$ cat config.mk
export PLATFORM = sky130hd
export DESIGN_NAME = fixed_to_fp_iter
export DESIGN_NICKNAME = d
export VERILOG_FILES = /design/src/rtl/fixed_to_fp_pkg.sv /design/src/rtl/fixed_to_fp_iter.sv
export SDC_FILE = /design/constraint.sdc
export NUM_CORES = 1
export LEC_CHECK = 0
export BUFFER_PORTS_ARGS = -buffer_cell sky130_fd_sc_hd__buf_2
export CORE_ASPECT_RATIO = 0.75
export CORE_MARGIN = 2
export CORE_UTILIZATION = 53
export DETAILED_ROUTE_END_ITERATION = 10
export PLACE_DENSITY = 0.79
export SLEW_MARGIN = 20
export SYNTH_ARGS = -nofsm -noshare
export SYNTH_HDL_FRONTEND = slang
export SYNTH_SLANG_ARGS = --single-unit
$ cat constraint.sdc
create_clock -name clk -period 1.85 [get_ports clk]
set_clock_uncertainty 0.15 [all_clocks]
set_input_delay 0.185 -clock clk [delete_from_list [all_inputs] [get_ports clk]]
set_output_delay 0.185 -clock clk [all_outputs]
set_load 0.01 [all_outputs]
$ cat src/rtl/fixed_to_fp_pkg.sv
// Shared widths, exponent bias and FSM state type for the fixed-to-float converter.
package fixed_to_fp_pkg;

  localparam int unsigned FRAC_W = 19;
  localparam int unsigned MAG_W  = 20;
  localparam int unsigned FP_W   = 32;
  localparam logic [7:0]  EXP_BIAS = 8'd127;

  typedef enum logic [1:0] {
    StIdle,
    StNorm,
    StDone
  } state_e;

endpackage

$ cat src/rtl/fixed_to_fp_iter.sv
// Sign-magnitude 1.19 fixed point to IEEE-754 single, normalized one bit per cycle.
module fixed_to_fp_iter
  import fixed_to_fp_pkg::*;
(
  input  logic              clk,
  input  logic              rst_n,
  input  logic              in_valid,
  output logic              in_ready,
  input  logic              sign_i,
  input  logic              integer_i,
  input  logic [FRAC_W-1:0] fractional_i,
  output logic              out_valid,
  input  logic              out_ready,
  output logic [FP_W-1:0]   fp_o
);

  state_e             state_q, state_d;
  logic               sign_q, sign_d;
  logic [MAG_W-1:0]   mag_q, mag_d;
  logic [7:0]         exp_q, exp_d;
  logic [FP_W-1:0]    fp_q, fp_d;
  logic               ready_q;
  logic [MAG_W-1:0]   in_mag;
  logic               accept;

  // ready_q keeps in_ready low until the first clock edge after reset release
  always_ff @(posedge clk or negedge rst_n) begin
    if (!rst_n) begin
      state_q <= StIdle;
      sign_q  <= 1'b0;
      mag_q   <= '0;
      exp_q   <= '0;
      fp_q    <= '0;
      ready_q <= 1'b0;
    end else begin
      state_q <= state_d;
      sign_q  <= sign_d;
      mag_q   <= mag_d;
      exp_q   <= exp_d;
      fp_q    <= fp_d;
      ready_q <= 1'b1;
    end
  end

  assign in_mag    = {integer_i, fractional_i};
  assign in_ready  = (state_q == StIdle) && ready_q;
  assign accept    = in_valid && in_ready;
  assign out_valid = (state_q == StDone);
  assign fp_o      = fp_q;

  always_comb begin
    state_d = state_q;
    sign_d  = sign_q;
    mag_d   = mag_q;
    exp_d   = exp_q;
    fp_d    = fp_q;
    unique case (state_q)
      StIdle: begin
        if (accept) begin
          sign_d = sign_i;
          mag_d  = in_mag;
          exp_d  = EXP_BIAS;
          if (in_mag == '0) begin
            fp_d    = '0;
            state_d = StDone;
          end else begin
            state_d = StNorm;
          end
        end
      end
      StNorm: begin
        if (mag_q[MAG_W-1]) begin
          // hidden bit dropped; 19 remaining bits land at the top of the 23-bit mantissa
          fp_d    = {sign_q, exp_q, mag_q[MAG_W-2:0], 4'b0000};
          state_d = StDone;
        end else begin
          mag_d = {mag_q[MAG_W-2:0], 1'b0};
          exp_d = exp_q - 8'd1;
        end
      end
      StDone: begin
        if (out_ready) state_d = StIdle;
      end
      default: state_d = StIdle;
    endcase
  end

endmodule

# Word level (Yosys, flattened, before mapping)
# Index checks and enable logic that the tools add are counted.
dict set report word_totals {
  reg_bits 64
  latchBits 0
  ramBits 0
  romBits 0
  input_bits 25
  out_inout_bits 34
  wordCells 40
  memories 0
}
dict set report op_classes {
  add_sub_neg 1
  multipliers 0
  div 0
  magnitude_cmp 0
  eq_ne 7
  n_shift 0
  muxes 15
  bitwise 0
  reduce_logical 10
}
# cell count
set op_table {}
lappend op_table {{32-bit 2-to-1 mux} 3}
lappend op_table {{32-bit one-hot mux with 2 select lines} 1}
lappend op_table {{20-bit 2-to-1 mux} 2}
lappend op_table {{20-bit one-hot mux with 2 select lines} 1}
lappend op_table {{20-bit logical NOT} 1}
lappend op_table {{8-bit 2-to-1 mux} 2}
lappend op_table {{8-bit one-hot mux with 2 select lines} 1}
lappend op_table {{2-bit 2-to-1 mux} 4}
lappend op_table {{8-bit by 1-bit subtractor with 8-bit output, second input constant} 1}
lappend op_table {{2-bit != test, second input constant} 3}
lappend op_table {{2-bit one-hot mux with 3 select lines} 1}
lappend op_table {{3-bit AND reduction} 2}
lappend op_table {{2-bit by 1-bit != test with 1-bit output, second input constant} 2}
lappend op_table {{2-bit AND reduction} 2}
lappend op_table {{4-bit AND reduction} 1}
lappend op_table {{2-bit by 1-bit == test with 1-bit output, second input constant} 1}
lappend op_table {{2-bit == test, second input constant} 1}
lappend op_table {{1-bit logical AND} 2}
lappend op_table {{2-bit logical NOT} 1}
lappend op_table {{2-bit nonzero test} 1}

# Longest topological paths before layout
# Gate-level depths: netlist of the first run.
dict set report logic_depth {
  word_depth 5
  depth_mapped 7
  mapped_depth_nobuf 5
}

# Worst setup path after synthesis of the first run
# OpenSTA, ideal clock, no wires.
dict set report synth_timing {
  path_kind {register -> register}
  startpoint {register state_q[1]}
  endpoint {register mag_q[0]}
  setup_ps 121
  arrival_ps 1433
  t_required_ps 1579
  slack_ps 146
  path_stages_with_launch 7
  cell_sequence {dfrtp_1 clkbuf_1 nor4bb_1 clkbuf_1 nor2_1 clkbuf_1 a22o_1}
}
dict set report synth_between {
  elab_chain_cells 5
}
# item line_no
set synth_rtl {}
lappend synth_rtl {{start: declaration} fixed_to_fp_iter.sv:17} ;# state_e state_q, state_d;
lappend synth_rtl {{start signal: assignment} fixed_to_fp_iter.sv:29} ;# state_q <= StIdle;
lappend synth_rtl {{start signal: assignment} fixed_to_fp_iter.sv:36} ;# state_q <= state_d;
lappend synth_rtl {{2-bit logical NOT} {fixed_to_fp_iter.sv:46, fixed_to_fp_iter.sv:57}}
lappend synth_rtl {{1-bit logical AND} fixed_to_fp_iter.sv:46} ;# assign in_ready = (state_q == StIdle) && ready_q;
lappend synth_rtl {{1-bit logical AND} fixed_to_fp_iter.sv:47} ;# assign accept = in_valid && in_ready;
lappend synth_rtl {{2-bit != test (no line)} n/a}
lappend synth_rtl {{3-bit AND reduction (no line)} n/a}
lappend synth_rtl {{end signal: assignment} fixed_to_fp_iter.sv:38} ;# mag_q <= mag_d;
lappend synth_rtl {{end: declaration} fixed_to_fp_iter.sv:19} ;# logic [MAG_W-1:0] mag_q, mag_d;
# Parallel ways exist; a longest one is shown, timed or not.
# A chain may end at the register's enable or synchronous reset.

# Worst setup path after layout of the first run
dict set report layout_timing {
  startpoint {register state_q[0]}
  endpoint {register fp_q[12] (netlist: fp_o[12])}
}
dict set report layout_between {
  elab_chain_cells 5
}
# item line_no
set layout_rtl {}
lappend layout_rtl {{2-bit logical NOT} {fixed_to_fp_iter.sv:46, fixed_to_fp_iter.sv:57}}
lappend layout_rtl {{1-bit logical AND} fixed_to_fp_iter.sv:46}
lappend layout_rtl {{1-bit logical AND} fixed_to_fp_iter.sv:47}
lappend layout_rtl {{2-bit != test (no line)} n/a}
lappend layout_rtl {{4-bit AND reduction (no line)} n/a}
lappend layout_rtl {{end signal: assignment} fixed_to_fp_iter.sv:40} ;# fp_q <= fp_d;
lappend layout_rtl {{end: declaration} fixed_to_fp_iter.sv:21} ;# logic [FP_W-1:0] fp_q, fp_d;
# Parallel ways exist; a longest one is shown, timed or not.

==> metrics.yaml, run 1 <==
yosys.cell_types.count: 36
grt_pass1_wl_mm: 11.03
cts_root_buf: "clkbuf_8"
viasPerCell: 5.526
ant_nets: 0
io_pins: 59
violations: "setup timing"
power.total_mw: 5.051
die_area_um2: 5518
p_switching_mw: 1.963
endpoint_kind: "register"
die_height_um: 64.83
status: "finished, violations left"
rows: 22
nets: 393
grt_max_degree: 61
setup_tns_ns: -0.04086
clock_latency_ns: 0.34
clk_transition_reported_paths_ns: 0.06
crit_chain: "and3b_1 -> a21oi_2 -> nor4b_4 -> buf_4 -> buf_6 -> o21ai_0"
total_leakage_power_nw: 1.720
fmax_ghz: 0.5344
synth_top_area_cell: "dfrtp_1"
maxCapViolations: 0
die_x_um: 85.11
syn_area_um2: 2615
wire_per_inst_um: 16.53
avgSynthCellArea_um2: 9.339
post-route-min-period_ns: 1.871
dr.pass1.iters: 5
cts_buffers: 9
crit_type: "register to register"
synth-edff-count: 0
yosysTopAreaCellShare_pct: 57.42
required_ns: 1.91
grt-ovfl-total: 0
synth_common_cells: "nand2_1, dfrtp_1, o21ai_0, a22oi_1, clkbuf_1"
fin_ws_ns: -0.02112
globalplace.congestion: 0.8262
hold_violations: 0
totalWireLength_mm: 7.108
antenna_found_initial: 0
cts_tree: "done"
pwr-share-clk_pct: 19.2
n_antenna_cell: 0
worst_hold_path_type: "input port to register"
synth.most_common_cell: "nand2_1"
post-route-drc-count: 0
critPathSlowestCell: "dfrtp_2"
setup_viol: 5
core_area_um2: 4817
internal-power_mw: 3.088
async_reset_ff_share_pct: 100.0
cts_sinks: 60
portBuffers: 54
p_sw_share_pct: 38.87
fill_cells: 317
htree_levels: 3
track_usage_pct: 26.31
grt_pass1_vias: 2266
worst_slew_pin_slew_ns: 0.5163
combPwrFrac_pct: 36.2
max-vdd-ir-drop_v: 0.0008146
dp_hpwl_mm: 4.145
dr.first_iter.drc_count: 202
drive_above_1_share_pct: 26.22
yosysSeqAreaShare_pct: 57.42
slew_viol_final: 0
powerDensity_nw_per_um2: 1441
slowest_delay_ns: 0.44
synthTopCellsByArea: "dfrtp_1, nand2_1, o21ai_0"
area.growth.synth_to_final_pct: 34.07
cp.arrival_ns: 1.93
postSynthCellCount: 280
vias: 2376
start_kind: "register"
start_util_pct: 54.29
ys.flop_type: "dfrtp_1"
fin_crit_sh_pct: 101.1
clk_path_buf_depth: 2
seq_power_share_pct: 44.7
yosysWarningCount: 0
maxSlewHeadroom_pct: 65.45
ys_ff_latch: 60
crit_fanout: 6
-- metal layers --
| layer | part of all wire [%] | wire (um) | GRT usage (%) | vias up |
|---|---|---|---|---|
| met3 | 7.8 | 553 | 9.172 | 21 |
| met2 | 47 | 3312 | 40.14 | 116 |
| met5 | 0 | 0 | 0 | - |
| li1 | - | - | - | 1114 |
| met4 | 2.8 | 196 | 9.325 | 0 |
| met1 | 43 | 3046 | 35.16 | 1125 |
-- metrics by stage --
step	hold WS, ns	util [%]	setup slack (ns)	instances	instance area [um^2]
after CTS	0.1096	70.23	0.03113	425	3383
after global routing	0.1008	72.78	-0.07492	430	3506
after global placement	0.06118	62.21	0.07264	388	2997
after floorplan	-0.2606	-	0.1456	283	2626
after detailed placement	0.06049	62.21	0.03154	388	2997
final	0.08583	72.78	-0.02112	430	3506
-- sequential cells by signal, summed over array words and instances, names as in the netlist --
register,count
exp_q,8
fp_o,28
mag_q,20
ready_q,1
sign_q,1
state_q,2
-- critical path: cells and delay by family (launching register included) --
kind                   cells  cell delay (ns)
AO/OA/AOI/OAI              2             0.17
buffers and inverters      2             0.36
flip-flops                 1             0.44
AND/OR/NAND/NOR            2             0.62
-- cell usage in the layout, fill, tap and decap left out, drive strengths merged, types with 2 or more instances in the layout --
cell          count
clkbuf           12
dfrtp            60
o22ai             2
a22oi            19
dlygate4sd3      21
nor2              4
nor2b             3
nor3              4
dlymetal6s4s      2
buf              70
conb              5
nand3             2
inv               3
nor4              5
nand2           101
xor2              3
o21ai            29
a21oi             5
or4               2
and2              2
clkinv            3
-- power groups by stage --
stage | Combinational [mW] | Sequential, mW | Clock (mW)
after global placement | 1.63 | 2.22 | 0
final | 1.83 | 2.26 | 0.968
after CTS | 1.74 | 2.23 | 0.995
after global routing | 2.07 | 2.32 | 1.05
after detailed placement | 1.69 | 2.24 | 0
after floorplan | 0.963 | 2.26 | 0
-- worst paths after layout --
path	from	endpoint	slack [ns]	depth (start not counted)
worst max-delay path	state_q[0]	fp_o[12]	-0.02	6
worst min-delay path	fractional_i[2]	mag_q[2]	0.09	3
worst max register to register	state_q[0]	fp_o[12]	-0.02	6
worst min register to register	sign_q	sign_q	0.33	2
max in group asynchronous	rst_n	state_q[0]	1.02	3
min in group asynchronous	rst_n	fp_o[8]	0.24	3
-- final cells by class --
cell class | count | area, um^2 | share of cell area [%]
clock buffer | 11 | 141.4 | 4.033
clock inverter | 3 | 15.01 | 0.4283
inverter | 3 | 11.26 | 0.3212
multi-input combinational | 199 | 1065 | 30.37
sequential | 60 | 1503 | 42.86
tap | 60 | 75.07 | 2.141
timing repair buffer | 94 | 695.7 | 19.84
-- repair_timing --
action,4_1_cts,5_1_grt
gates resized for setup,0,19
buffers inserted,0,4
setup endpoints to repair,0,32
endpoints found under the hold margin,82,0
hold buffers,23,0
-- kinds of logic (layout without fill, tap and decap cells) --
| kind of cell | count (synthesis) | count (layout) | share of synthesized area (%) |
|---|---|---|---|
| other | 2 | 5 | 0.2872 |
| flip-flops | 60 | 60 | 57.42 |
| buffers and inverters | 24 | 111 | 4.784 |
| AND/OR/NAND/NOR | 130 | 130 | 22.01 |
| XOR/XNOR | 4 | 4 | 1.340 |
| AO/OA/AOI/OAI | 59 | 59 | 13.68 |
| adder cells (fa/ha/maj) | 1 | 1 | 0.4784 |
No activity file was read; power rests on OpenSTA's default activity.
==> run 2, diff against run 1 <==
- CORE_ASPECT_RATIO: 0.75 -> not set
==> run 2 against run 1 <==
Effect of this change:
- the flow still finishes with violations (setup timing)
- highest routed layer unchanged
- first-iteration DRC count is 9.9% lower
- routed wire length is 9.2% lower
- via count is 2.3% lower
- final cell count is 0.23% higher
- utilization is 0.85 points higher
- global-route usage is 1.9 points lower
- register-to-register slack better by 0.10 ns
- sequential power hardly changed
- die area is 0.11% lower
- design area is 0.14% lower
- total power is 2.0% higher
- clock power is 18% higher
==> metrics.yaml, run 2 (synthesized netlist as in run 1, its figures left out) <==
grt-ovfl-total: 0  # unchanged
final_common_cell: "nand2_1"  # unchanged
n_antenna_cell: 0  # unchanged
internal-power_mw: 3.256  # was 3.088 mW
fin_ws_ns: -0.006945  # was -0.02112 ns
postPlaceCellArea_um2: 2998  # was 2997 um^2
clock_latency_ns: 0.33  # was 0.34 ns
cts_buffers: 9  # unchanged
worstHoldStart: "fractional_i[1]"  # was fractional_i[2]
worst_hold_path_type: "input port to register"  # unchanged
setup_tns_ns: -0.006945  # was -0.04086 ns
grt_pass1_wl_mm: 10.09  # was 11.03 mm
grt_pass1_vias: 2144  # was 2266
htree_levels: 3  # unchanged
critPathSlowestCell: "dlygate4sd3_1"  # was dfrtp_2
pwr-share-clk_pct: 22.2  # was 19.2%
total_leakage_power_nw: 1.697  # was 1.720 nW
fmax_ghz: 0.5385  # was 0.5344 GHz
post-route-min-period_ns: 1.857  # was 1.871 ns
io_pins: 59  # unchanged
fin_crit_sh_pct: 100.4  # was 101.1%
die_x_um: 74.24  # was 85.11 um
track_usage_pct: 24.45  # was 26.31%
largest_reg_flops: 28  # unchanged
reg2reg_from: "state_q[0]"  # unchanged
required_ns: 1.91  # about the same
dp_hpwl_mm: 3.927  # was 4.145 mm
clk_path_buf_depth: 2  # unchanged
maxCapViolations: 0  # unchanged
die_area_um2: 5512  # was 5518 um^2
final_area_um2: 3501  # was 3506 um^2
dp_cells: 394  # was 388
stdcell_count: 431  # was 430
endpoint_kind: "register"  # unchanged
cts_tree: "done"  # unchanged
worstRegToRegCells: 6  # unchanged
ant_nets: 0  # unchanged
start_util_pct: 55.00  # was 54.29%
r2r_setup_slack_ns: 0.08  # was -0.02 ns
slowest_delay_ns: 0.61  # was 0.44 ns
core_area_um2: 4755  # was 4817 um^2
dr.first_iter.drc_count: 182  # was 202
critPathBufInv: 3  # was 2
seq_area_um2: 1503  # unchanged
viasPerCell: 5.387  # was 5.526
power.total_mw: 5.154  # was 5.051 mW
rows: 25  # was 22
vias: 2322  # was 2376
combPwrFrac_pct: 34.3  # was 36.2%
startpoint: "fractional_i[10]"  # was state_q[0]
totalWireLength_mm: 6.456  # was 7.108 mm
regToRegEndpoint: "fp_o[19]"  # was fp_o[12]
wire_per_inst_um: 14.98  # was 16.53 um
max-vdd-ir-drop_v: 0.0007827  # was 0.0008146 V
post-route-drc-count: 0  # unchanged
nets: 387  # was 393
crit_type: "input port to register"  # was register to register
violations: "setup timing"  # unchanged
fill_cells: 365  # was 317
start_kind: "input port"  # was register
slew_viol_final: 0  # unchanged
hold_path_end: "state_q[0]"  # was mag_q[2]
die_height_um: 74.24  # was 64.83 um
setup_viol: 1  # was 5
grt_max_degree: 61  # unchanged
powerDensity_nw_per_um2: 1472  # was 1441 nW/um^2
final_util_pct: 73.63  # was 72.78%
portBuffers: 54  # unchanged
crit_fanout: 6  # unchanged
hold_violations: 0  # unchanged
antenna_found_initial: 0  # unchanged
final_cell_mix: "nand2_1, dfrtp_1, buf_2"  # unchanged
cp.arrival_ns: 1.92  # was 1.93 ns
seq_power_share_pct: 43.5  # was 44.7%
critical_path.top_delay_family: "buffers and inverters"  # was simple AND/OR/NAND/NOR gates
p_switching_mw: 1.898  # was 1.963 mW
cts_root_buf: "clkbuf_8"  # unchanged
drive_above_1_share_pct: 24.73  # was 26.22%
globalplace.congestion: 0.7631  # was 0.8262
clk_transition_reported_paths_ns: 0.06  # about the same
cts_sinks: 60  # unchanged
area.growth.synth_to_final_pct: 33.88  # was 34.07%
p_sw_share_pct: 36.83  # was 38.87%
status: "finished, violations left"  # unchanged
crit_chain: "dlygate4sd3_1 -> nor4_4 -> nand2_2 -> nor4b_4 -> buf_6 -> buf_4 -> o21ai_0"  # was and3b_1 -> a21oi_2 -> nor4b_4 -> buf_4 -> buf_6 -> o21ai_0
multi_input_area_um2: 1070  # was 1065 um^2
dr.pass1.iters: 4  # was 5
hold_depth: 4  # was 3
-- run 2: area by class of cell --
class / count / area share [%]
Sequential cell: 60 / 42.92
Clock inverter: 2 / 1.001
Inverter: 3 / 0.3217
Timing Repair Buffer: 88 / 18.37
Multi-Input combinational cell: 199 / 30.56
Clock buffer: 12 / 4.432
Tap cell: 67 / 2.395
-- run 2: how the worst max path moves through the flow --
stage,end,slack (ns),cells past startpoint
floorplan,mag_q[0],0.15,6
global placement,fp_o[13],0.10,6
detailed placement,fp_o[29],0.05,6
CTS,fp_o[7],0.01,7
global route,fp_o[15],-0.05,7
finish,fp_o[19],-0.007,7
-- run 2: metal layers --
layer  global-route usage [%]  part of all wire [%]
met1                    32.83                    44
met2                    39.29                    48
met3                    7.588                   5.7
met4                    6.151                   1.9
met5                        0                     0
-- run 2: timing repair --
item,CTS,global route
hold buffers,23,0
gates resized for setup,0,28
setup endpoints to repair,0,44
setup buffers,0,1
endpoints found under the hold margin,82,0
-- run 2: power by group through the flow --
stage               combinational [mW]  clock (mW)  sequential (mW)
CTS                               1.74        1.16             2.23
floorplan                        0.963           0             2.26
global route                      2.01        1.22             2.31
global placement                  1.65           0             2.23
finish                            1.77        1.14             2.24
detailed placement                1.70           0             2.24
-- run 2: per-stage QoR --
stage	setup slack, ns	hold WS, ns
after floorplan	0.1456	-0.2606
after detailed placement	0.05250	0.06527
final	-0.006945	0.1219
after CTS	0.01265	0.1121
after global routing	-0.04825	0.1470
after global placement	0.1010	0.06632
-- run 2: worst register-to-register path: stages (launching register included) --
cell and delay, ns:
dfrtp_2 0.47, and3b_1 0.25, a21oi_1 0.07, nor4b_4 0.30, buf_6 0.18, buf_4 0.14
o21ai_0 0.09
==> run 3, diff against run 2 <==
- CORE_UTILIZATION: 53 -> 56
- CTS_BUF_LIST: not set -> sky130_fd_sc_hd__clkbuf_4
- PLACE_DENSITY: 0.79 -> 0.83
==> run 3 against run 2 <==
Effect of this change:
- the run now ends clean
- utilization grew 3.6 points
- sequential cell count is the same
- critical endpoint is now fp_o[8]
- non-clock buffer count shrank 5
==> metrics.yaml, run 3 (synthesized netlist as in run 1, its figures left out) <==
cp.arrival_ns: 1.97  # was 1.92 ns
total_leakage_power_nw: 1.675  # was 1.697 nW
slew_viol_final: 0  # unchanged
track_usage_pct: 27.00  # was 24.45%
ant_nets: 0  # unchanged
clk_path_buf_depth: 2  # unchanged
wire_per_inst_um: 16.81  # was 14.98 um
power.total_mw: 4.940  # was 5.154 mW
die_area_um2: 5232  # was 5512 um^2
final_cell_mix: "nand2_1, dfrtp_1, buf_2"  # unchanged
powerDensity_nw_per_um2: 1449  # was 1472 nW/um^2
die_x_um: 72.34  # was 74.24 um
antenna_found_initial: 0  # unchanged
cts_sinks: 60  # unchanged
pre_cts_ws_ns: 0.01967  # was 0.05250 ns
max-vdd-ir-drop_v: 0.0007874  # was 0.0007827 V
worst_slew_pin_slew_ns: 0.5238
cts_tree: "done"  # unchanged
crit_chain: "dlygate4sd3_1 -> nor4_4 -> nand2_2 -> nor4b_4 -> buf_4 -> buf_8 -> o21ai_1"  # was dlygate4sd3_1 -> nor4_4 -> nand2_2 -> nor4b_4 -> buf_6 -> buf_4 -> o21ai_0
htree_levels: 3  # unchanged
required_ns: 1.99  # was 1.91 ns
rows: 24  # was 25
grt-ovfl-total: 0  # unchanged
hold-worst-slack_ns: 0.05137  # was 0.1219 ns
setup_viol: 0  # was 1
maxCapViolations: 0  # unchanged
crit_type: "input port to register"  # unchanged
totalWireLength_mm: 6.944  # was 6.456 mm
dr.pass1.iters: 5  # was 4
largest_reg_flops: 28  # unchanged
final_common_cell: "nand2_1"  # unchanged
start_kind: "input port"  # unchanged
maxSlewHeadroom_pct: 64.95
grt_pass1_vias: 2308  # was 2144
grt_max_degree: 61  # unchanged
n_antenna_cell: 0  # unchanged
slowest_delay_ns: 0.59  # was 0.61 ns
dp_hpwl_mm: 3.988  # was 3.927 mm
fin_crit_sh_pct: 98.76  # was 100.4%
critical_path.top_delay_family: "buffers and inverters"  # unchanged
critPathBufInv: 3  # unchanged
vias: 2388  # was 2322
die_height_um: 72.34  # was 74.24 um
viasPerCell: 5.782  # was 5.387
area.growth.synth_to_final_pct: 30.33  # was 33.88%
status: "complete, no violations"  # was finished, violations left
endpoint_kind: "register"  # unchanged
cts_root_buf: "clkbuf_4"  # was clkbuf_8
critPathSlowestCell: "dlygate4sd3_1"  # unchanged
dr.first_iter.drc_count: 202  # was 182
clk_transition_reported_paths_ns: 0.10  # was 0.06 ns
io_pins: 59  # unchanged
post-route-drc-count: 0  # unchanged
drive_above_1_share_pct: 23.82  # was 24.73%
clock_latency_ns: 0.40  # was 0.33 ns
crit_fanout: 8  # was 6
cts_buffers: 9  # unchanged
fmax_ghz: 0.5473  # was 0.5385 GHz
start_util_pct: 59.24  # was 55.00%
fin_ws_ns: 0.02288  # was -0.006945 ns
globalplace.congestion: 0.7631  # unchanged
post-route-min-period_ns: 1.827  # was 1.857 ns
nets: 382  # was 387
core_area_um2: 4414  # was 4755 um^2
hold_violations: 0  # unchanged
portBuffers: 54  # unchanged
grt_pass1_wl_mm: 10.62  # was 10.09 mm
worst_hold_path_type: "input port to register"  # unchanged
run 3: per-layer routing:
layer / up-vias / part of all wire (%) / track usage (%)
li1: 1089 / - / -
met1: 1158 / 39 / 34.08
met2: 130 / 51 / 44.75
met3: 11 / 7.9 / 6.806
met4: 0 / 1.9 / 10.69
met5: - / 0 / 0
run 3: repair_timing:
action / 4_1_cts / 5_1_grt
buffers inserted: 0 / 2
hold endpoints to repair: 82 / 0
resized for setup: 0 / 30
endpoints found under the setup margin: 0 / 29
hold buffers: 23 / 0
run 3: final cells by class:
cell class                      instances  area [um^2]
Clock inverter                          6        55.05
Tap cell                               52        65.06
Clock buffer                           10        75.07
Fill cell                             282         1006
Inverter                                3        11.26
Timing Repair Buffer                   83        609.3
Sequential cell                        60         1501
Multi-Input combinational cell        199         1091
run 3: per-stage QoR:
step	TNS [ns]	util (%)	std cells	cell area (um^2)
final	0	77.21	413	3408
after floorplan	0	-	283	2626
after CTS	0	75.54	419	3334
after detailed placement	0	67.38	380	2974
after global placement	0	67.38	380	2974
after global routing	-0.3820	77.21	413	3408
run 3: path summary, 6_finish.rpt:
check / startpoint / endpoint / slack [ns] / cells after the start
setup / recovery: fractional_i[12] / fp_o[8] / 0.02 / 7
hold / removal: fractional_i[0] / state_q[0] / 0.05 / 4
setup reg to reg: state_q[0] / fp_o[8] / 0.05 / 6
hold reg to reg: sign_q / fp_o[31] / 0.37 / 2
max in group asynchronous: rst_n / mag_q[11] / 1.14 / 3
min in group asynchronous: rst_n / fp_o[30] / 0.14 / 3
run 3: worst min-delay path: stages:
cell     delay, ns
buf_2         0.09
or4_4         0.12
nor3_1        0.04
o21ai_0       0.12
run 3: where the power goes:
| part | internal, mW | total (mW) | leakage [nW] | switching [mW] |
|---|---|---|---|---|
| clock network | 0.414 | 0.891 | 0.0712 | 0.477 |
| registers | 1.83 | 2.23 | 0.731 | 0.399 |
| logic | 0.735 | 1.82 | 0.872 | 1.09 |
